## src/rtl/corr_pkg.sv

```systemverilog
// Shared types for the correlation lag sweeper: FSM states, the lag tag carried
// alongside the correlator pipeline, and the lag-count helper.
package corr_pkg;

  // Upper bound on lag width carried in a tag; C_WIDTH must not exceed it.
  localparam int TAG_LAG_W = 16;

  typedef enum logic [1:0] {
    IDLE  = 2'd0,
    ISSUE = 2'd1,
    DRAIN = 2'd2,
    DONE  = 2'd3
  } sweep_state_t;

  typedef struct packed {
    logic                 valid;
    logic [TAG_LAG_W-1:0] lag;
  } lag_tag_t;

  function automatic int nlags(input int width);
    return 2 * width - 1;
  endfunction

endpackage

```

## src/rtl/corr_tag_pipe.sv

```systemverilog
// DEPTH-stage shift register of lag tags, aligned with the correlator latency.
// A synchronous clear empties every stage.
module corr_tag_pipe
  import corr_pkg::*;
#(
  parameter int DEPTH = 1
) (
  input  logic     clk,
  input  logic     clear,
  input  lag_tag_t din,
  output lag_tag_t dout
);

  lag_tag_t stages [DEPTH];

  // tag delay line
  always_ff @(posedge clk) begin
    if (clear) begin
      for (int i = 0; i < DEPTH; i++) begin
        stages[i] <= '0;
      end
    end else begin
      stages[0] <= din;
      for (int i = 1; i < DEPTH; i++) begin
        stages[i] <= stages[i-1];
      end
    end
  end

  assign dout = stages[DEPTH-1];

endmodule

```

## src/rtl/corr_lag_sweeper.sv

```systemverilog
// Drives a per-lag correlator through lags 0..2*WIDTH-2 and tracks the peak result.
// Optional per-lag result stream is enabled by defining CORR_STREAM_EN.
module corr_lag_sweeper
  import corr_pkg::*;
#(
  parameter int WIDTH   = 256,
  parameter int C_WIDTH = 9,
  parameter int LATENCY = 1
) (
  input  logic               clk,
  input  logic               reset,
  input  logic               start,
  output logic [C_WIDTH-1:0] count,
  input  logic [WIDTH-1:0]   corr_in,
  output logic               busy,
  output logic               done,
  output logic [WIDTH-1:0]   peak_val,
  output logic [C_WIDTH-1:0] peak_lag
`ifdef CORR_STREAM_EN
  ,
  output logic               res_valid,
  output logic [C_WIDTH-1:0] res_lag,
  output logic [WIDTH-1:0]   res_data
`endif
);

  localparam int                 NLAGS      = nlags(WIDTH);
  localparam logic [C_WIDTH-1:0] LAST_LAG   = C_WIDTH'(NLAGS - 1);
  localparam int                 DW         = (LATENCY > 1) ? $clog2(LATENCY) : 1;
  localparam logic [DW-1:0]      DRAIN_LAST = DW'(LATENCY - 1);

  if ((64'd1 << C_WIDTH) < 64'(NLAGS)) begin : g_bad_cwidth
    $error("corr_lag_sweeper: C_WIDTH too small for 2*WIDTH-1 lags");
  end
  if (LATENCY < 1) begin : g_bad_latency
    $error("corr_lag_sweeper: LATENCY must be at least 1");
  end
  if (C_WIDTH > TAG_LAG_W) begin : g_bad_tag
    $error("corr_lag_sweeper: C_WIDTH exceeds tag lag width");
  end

  sweep_state_t       state;
  sweep_state_t       next_state;
  logic [DW-1:0]      drain_cnt;
  lag_tag_t           pipe_in;
  lag_tag_t           pipe_out;
  logic               cap_valid;
  logic [C_WIDTH-1:0] cap_lag;
  logic               first_cap;
  logic               unused_tag_bits;

  // state register
  always_ff @(posedge clk) begin
    if (reset) begin
      state <= IDLE;
    end else begin
      state <= next_state;
    end
  end

  // next-state logic
  always_comb begin
    next_state = state;
    case (state)
      IDLE:    next_state = start ? ISSUE : IDLE;
      ISSUE:   next_state = (count == LAST_LAG) ? DRAIN : ISSUE;
      DRAIN:   next_state = (drain_cnt == DRAIN_LAST) ? DONE : DRAIN;
      DONE:    next_state = IDLE;
      default: next_state = IDLE;
    endcase
  end

  // state-decoded outputs
  always_comb begin
    busy = 1'b0;
    done = 1'b0;
    case (state)
      ISSUE:   busy = 1'b1;
      DRAIN:   busy = 1'b1;
      DONE:    done = 1'b1;
      default: begin
        busy = 1'b0;
        done = 1'b0;
      end
    endcase
  end

  // lag counter and drain timer; count parks on the last lag until DONE
  always_ff @(posedge clk) begin
    if (reset) begin
      count     <= '0;
      drain_cnt <= '0;
    end else begin
      case (state)
        IDLE: begin
          count     <= '0;
          drain_cnt <= '0;
        end
        ISSUE: begin
          if (count != LAST_LAG) begin
            count <= count + C_WIDTH'(1);
          end else begin
            count <= count;
          end
          drain_cnt <= '0;
        end
        DRAIN: begin
          drain_cnt <= drain_cnt + DW'(1);
        end
        DONE: begin
          count     <= '0;
          drain_cnt <= '0;
        end
        default: begin
          count     <= '0;
          drain_cnt <= '0;
        end
      endcase
    end
  end

  // tag entering the delay line alongside each issued lag
  always_comb begin
    pipe_in       = '0;
    pipe_in.valid = (state == ISSUE);
    pipe_in.lag   = TAG_LAG_W'(count);
  end

  corr_tag_pipe #(
    .DEPTH (LATENCY)
  ) u_tag_pipe (
    .clk   (clk),
    .clear (reset),
    .din   (pipe_in),
    .dout  (pipe_out)
  );

  assign cap_valid       = pipe_out.valid;
  assign cap_lag         = pipe_out.lag[C_WIDTH-1:0];
  assign unused_tag_bits = ^pipe_out.lag;

  // peak tracking: first capture loads, later ones only on a strictly larger value
  always_ff @(posedge clk) begin
    if (reset) begin
      peak_val  <= '0;
      peak_lag  <= '0;
      first_cap <= 1'b0;
    end else if (state == IDLE && start) begin
      first_cap <= 1'b1;
    end else if (cap_valid) begin
      if (first_cap || (corr_in > peak_val)) begin
        peak_val <= corr_in;
        peak_lag <= cap_lag;
      end
      first_cap <= 1'b0;
    end
  end

`ifdef CORR_STREAM_EN
  // per-lag result stream, registered alongside the peak update
  always_ff @(posedge clk) begin
    if (reset) begin
      res_valid <= 1'b0;
      res_lag   <= '0;
      res_data  <= '0;
    end else begin
      res_valid <= cap_valid;
      if (cap_valid) begin
        res_lag  <= cap_lag;
        res_data <= corr_in;
      end
    end
  end
`endif

endmodule

```

## config.mk

```make
export PLATFORM = sky130hd
export DESIGN_NAME = corr_lag_sweeper
export DESIGN_NICKNAME = d
export VERILOG_FILES = /design/src/rtl/corr_pkg.sv /design/src/rtl/corr_tag_pipe.sv /design/src/rtl/corr_lag_sweeper.sv
export SDC_FILE = /design/constraint.sdc
export NUM_CORES = 1
export LEC_CHECK = 0
export CORE_MARGIN = 5
export CORE_UTILIZATION = 50
export CTS_BUF_LIST = sky130_fd_sc_hd__clkbuf_8 sky130_fd_sc_hd__clkbuf_16
export DETAILED_ROUTE_END_ITERATION = 12
export PLACE_DENSITY = 0.8
export SLEW_MARGIN = 0
export SYNTH_ARGS = -nofsm -noshare
export SYNTH_HDL_FRONTEND = slang
export SYNTH_SLANG_ARGS = --single-unit
```

## constraint.sdc

```tcl
create_clock -name clk -period 6.2 [get_ports clk]
set_clock_uncertainty 0.05 [all_clocks]
set_input_delay 1.86 -clock clk [delete_from_list [all_inputs] [get_ports clk]]
set_output_delay 1.86 -clock clk [all_outputs]
set_load 0.02 [all_outputs]
```

=== Yosys cells after proc, flatten, opt, wreduce, memory -nomap -nowiden ===
Memory sizes are Yosys's and may differ from the RTL's.
Cells that the tools add are included.

* Register bits after elaboration: 278
* Bits in writable memories: 10
* Input port bits: 259
* Output and inout bits: 276
* Logic and storage cells: 44
* Memories: 1

* Add/sub/neg operators: 2
* $lt $le $gt $ge: 1
* Eq/ne operators: 6
* Multiplexer cells: 16
* Bitwise logic cells: 1
* Reductions and logical operators: 11

{| class="wikitable"
|+ Memory list
! name !! depth !! width !! rd ports !! clocked after memory_dff !! write ports !! line !! text
|-
| u_tag_pipe.stages || 1 || 10 || 1 || 0 || 1 || corr_tag_pipe.sv:14 || <nowiki>lag_tag_t stages [DEPTH];</nowiki>
|}

{| class="wikitable"
|+ Operators with widths
! kind !! number
|-
| 256-bit > comparator || 1
|-
| 9-bit one-hot mux with 2 select lines || 1
|-
| 1-bit two-way mux || 10
|-
| 10-bit two-way mux || 1
|-
| 10-bit OR reduction || 1
|-
| 9-bit by 1-bit adder with 9-bit output (second input constant) || 1
|-
| 9-bit equality test (second input constant) || 1
|-
| 9-bit two-way mux || 1
|-
| 9-bit != test (second input constant) || 1
|-
| 2-bit one-hot mux with 4 select lines || 1
|-
| 2-bit equality test (second input constant) || 2
|-
| 2-bit nonzero test || 2
|-
| 2-bit OR reduction || 2
|-
| 3-bit AND reduction || 1
|-
| 3-bit OR reduction || 1
|-
| 2-bit by 1-bit equality test with 1-bit output (second input constant) || 1
|-
| 2-bit zero test || 1
|-
| 2-bit two-way mux || 1
|-
| 2-bit != test (second input constant) || 1
|-
| 1-bit one-hot mux with 2 select lines || 1
|-
| 2-bit AND reduction || 1
|-
| 1-bit adder (second input constant) || 1
|-
| 1-bit logical AND || 1
|-
| 1-bit logical OR || 1
|-
| 1-bit NOT || 1
|}

=== Longest topological paths before layout ===
* Depth in word-level cells: 4
* Gate-level depth with buffers: 13
* Depth with buffers taken out: 11

=== By module ===
From an unflattened synthesis, not the netlist that was laid out.

* Cells, all modules: 2213
* Area, all modules: 19518.7 µm²

{| class="wikitable"
|+ By module, submodules not included
! module !! times used !! cells each !! area an instance (µm²) !! seq. area each (µm²)
|-
| corr_lag_sweeper || 1 || 2178 || 19043.3 || 5565.3
|-
| corr_tag_pipe || 1 || 35 || 475.5 || 340.3
|}

=== Worst setup path after synthesis ===
Ideal clock, no wire load.

* Kind: input-to-reg
* Start: input corr_in[105]
* End: register peak_val[183]
* Library setup time: 120 ps
* Arrival time: 3991 ps
* Data required time: 6030 ps
* Path slack: 2039 ps
* Stages on the path: 12
* Buffers on the path: 2
* Path through: ha_1 -> a21oi_1 -> o21ai_1 -> a221o_1 -> a2111oi_2 -> o221a_1 -> o41ai_1 -> a21oi_1 -> o22ai_2 -> buf_6 -> buf_6 -> mux2i_1

* Word-level cells in the longest chain between the ends: 3

{| class="wikitable"
|+ RTL lines
! what !! line !! text
|-
| start: declaration || corr_lag_sweeper.sv:14 || <nowiki>input logic [WIDTH-1:0] corr_in,</nowiki>
|-
| 256-bit > comparator || corr_lag_sweeper.sv:151 || <nowiki>if (first_cap || (corr_in > peak_val)) begin</nowiki>
|-
| 1-bit logical OR || corr_lag_sweeper.sv:151 ||
|-
| 3-bit AND reduction (no line) || -- ||
|-
| end signal: assignment || corr_lag_sweeper.sv:152 || <nowiki>peak_val <= corr_in;</nowiki>
|-
| end: declaration || corr_lag_sweeper.sv:17 || <nowiki>output logic [WIDTH-1:0] peak_val,</nowiki>
|}

No other way between the ends.
A chain may end at the register's enable or synchronous reset.

=== Worst setup path in the final report ===
* Start: input corr_in[51]
* End: register peak_val[27]

Same word-level chain as after synthesis.

==> impl_summary.md <==
Route
The amount of wire on met2 after detailed routing is 28800 µm. Routed signal wires occupy layers up through met5. The number of DRC markers after the initial detailed-route iteration is 746. The average wire length per cell after detail routing is 18.9 µm. The detailed route wirelength on metal3 is 5140 µm. The ratio of routed vias to standard cells is 5.21. The met1 wire length is 23900 µm. Across all layers, the routed design uses 16700 vias. For this run, design rule violations remaining after detail routing come to 0. The first detailed-routing pass ran for 5 iterations. Once detail routing completed, the nets flagged for antenna violations numbered 0. After detailed routing, the total wire length is 60500 µm.

Finish
For this run, the share of the core covered by cells in the final layout is 68.6%. The share of post-route cells with drive strength above 1 is 2.79%. In the layout the commonest cells are nand2b_1, clkdlybuf4s50_1, dfxtp_1.

The finished cells cover 26000 µm². The number of nets in the layout is 3185. The synthesis-to-layout area growth is 35.1%.

The number of standard cells in the layout, taps in and fillers out is 3211.

Floorplan
The initial utilization of the core area, before any placement, comes to 50.8%. The floorplan step set the die width to 206 µm. In this run the standard cell core region covers 37800 µm².

The die is 206 µm tall. Row generation in the floorplan step produced 71 rows. The die outline area is 42500 µm². 535 I/O pins were placed.

Placed design
The placed instances occupy a cell area of 24800 µm². The HPWL reported at the end of detailed placement is 47800 µm. The count of input and output buffers is 534. Once placement completed, the tool counted placed cells totaling 3138. The final weighted congestion of routability-driven global placement is 0.929.

Synthesis
The number of warnings reported in the yosys synthesis log is 0. The compound-gate portion of the synthesized area is 6.83%. The synthesized netlist cell count is 2178.

The count of flip-flops with a built-in enable after synthesis is 0. The area of the mapped netlist is 19200 µm². The dominant combinational cell family by area after synthesis is simple AND/OR/NAND/NOR gates. Of the total synthesized cell area, the portion taken by full adders, half adders and majority gates is 17.1%. Counting flops with an async set or reset pin after synthesis yields a share of 0%.

The number of nets handed over by synthesis was 2699. The average cell area after synthesis is 8.82 µm². The most instantiated flip-flop cell in the synthesis netlist is dfxtp_1.

The number of synthesized register bits is 288. Counting distinct cell types in the post-synthesis netlist gives 51. The parity-gate share of the synthesized area counting xor and xnor cells is 0.228%. In the synthesized netlist, mux cells make up 13.9% of the area. The post-synthesis simple-gate area fraction is 23.6%. After synthesis, flip-flops and latches occupy 30.0% of the total area.

STA
The worst hold slack across all endpoints is 404 ps. The total negative slack is 0 ps. For this run, the top clock speed supported by timing is 185 MHz.

Setup violations remaining at the end of the flow were counted as 0. Of the available clock period, the critical path in the final layout requires 87.3%. The final critical-path required period is 5410 ps. The number of hold-slack violations in the final timing report is 0. The relative max-transition margin is 17.1%. Setup repair after global routing left no endpoint under its margin. The max-slew violation total from the final report is 0. At the pin with the least slew margin, the transition time is 1240 ps.

Clock network
The H-tree was split into 2 levels. The post-cts hold buffer count is 0. The clock root buffer master is clkbuf_16. Once the clock tree was built, the setup fixing pass inserted 0 buffers. The maximum root-to-sink buffer count is 3. In this run, CTS created clock tree buffers numbering 35. TritonCTS built the clock tree. The clock network latency to the later pin of the worst-skew pair is 540 ps. After clock tree synthesis, the clock-pin slew on the worst setup and hold paths is 60 ps. The clock net in this run drives a total of 288 sinks. In this run, post-CTS repair resized a total of 0 instances.

Global routing
Entering global routing, the biggest net connects 283 pins. For this run the aggregate overflow at the end of global routing stands at 0. The number of antenna violations at the first check in global routing came to 17.

Global routing used 27.1% of the available tracks. The wire length of the first global-routing pass is 91300 µm. The number of global-route vias before repair is 16800.

Power and ir drop
The maximum vdd drop is 0.000174 V. For this design the static power due to leakage is 9.21 nW. In this run the power density over the cells is 190 nW/µm².

Worst setup path
At the worst endpoint, the required time is 6590 ps. In this run the register-to-register setup slack is 2170 ps. Data arrives at the worst endpoint at 5810 ps. The type of element launching the critical path is an input pin. The worst setup path is captured at a register. Along the worst path, the maximum fanout reaches 62.

The kind of critical path is in -> reg.

Status
The flow ran to the end, and the final reports show no timing, DRC or antenna violations.

Worst hold path
The worst hold path belongs to the class reg -> reg.

Run
The reported max-cap violation count is 0.
## layer usage
| layer | vias to the layer above | GRT usage (%) |
|---|---|---|
| met5 | - | 0 |
| met3 | 143 | 8.85 |
| met1 | 7838 | 30.3 |
| met2 | 498 | 47.0 |
| li1 | 8245 | - |
| met4 | 12 | 11.9 |
## final timing paths
kind | depth (start not counted) | endpoint | from
worst min register to register | 2 | peak_lag[1] | u_tag_pipe.stages[0][1]
worst max-delay path | 12 | peak_val[27] | corr_in[51]
worst min-delay path | 2 | peak_lag[1] | u_tag_pipe.stages[0][1]
worst max register to register | 12 | peak_val[27] | peak_val[55]
## cell type report
cell class | count | area, µm²
Clock inverter | 17 | 163
Fill cell | 3022 | 11900
Tap cell | 511 | 639
Clock buffer | 44 | 1020
Antenna cell | 12 | 30.0
Multi-Input combinational cell | 1522 | 11800
Timing Repair Buffer | 548 | 5510
Inverter | 269 | 1010
Sequential cell | 288 | 5770
## report_power, final
part           total, W  switching [W]  internal, W
Clock           0.00213       0.000839      0.00129
Sequential      0.00193      0.0000374      0.00189
Combinational  0.000879       0.000416     0.000463
## registers in the layout (all words and copies together) (netlist names), named ones only
signal / flops
peak_val: 256
first_cap: 1
u_tag_pipe.stages: 10
peak_lag: 9
state: 1
drain_cnt: 1
count: 9
## Yosys cell counts, drive strengths merged (4+ instances only)
cell	count	share of area, %
a21o	22	0.86
ha	262	17
o21ai	41	1.1
nand3	28	0.73
and4	6	0.27
dfxtp	288	30
nor2	37	0.72
inv	269	5.3
nor2b	9	0.29
nand2b	533	17
buf	38	2.0
nand4	52	1.7
o21a	4	0.16
mux2i	266	14
o211ai	4	0.16
a2111oi	4	0.21
a221oi	9	0.41
nand2	68	1.3
a211oi	6	0.23
nor3	13	0.34
a21oi	111	2.9
clkbuf	61	1.2
nor4	14	0.49
## cells by family (layout without fill, tap and decap cells)
group,count (synthesis),count (layout)
AND/OR/NAND/NOR,770,770
buffers and inverters,368,878
flip-flops,288,288
multiplexers,266,266
adder cells (fa/ha/maj),262,262
AO/OA/AOI/OAI,219,219
XOR/XNOR,5,5
other,0,12
## metrics by stage
stage	worst slack [ps]	total power [W]
2_1_floorplan	2040	0.00244
3_3_place_gp	356	0.00282
3_5_place_dp	177	0.00284
4_1_cts	728	0.00498
5_1_grt	487	0.00515
6_report	787	0.00493
## worst max-delay path, stage by stage
cell and delay, ps:
clkdlybuf4s50_1 440, ha_1 340, nand4_1 160, nor4_1 310, nand3_1 150, nor4_1 470
o21ai_0 250, nand3_1 190, a21oi_1 150, o22ai_4 270, buf_4 870, mux2i_1 280
Note: power is estimated with default switching activity, not from simulation.
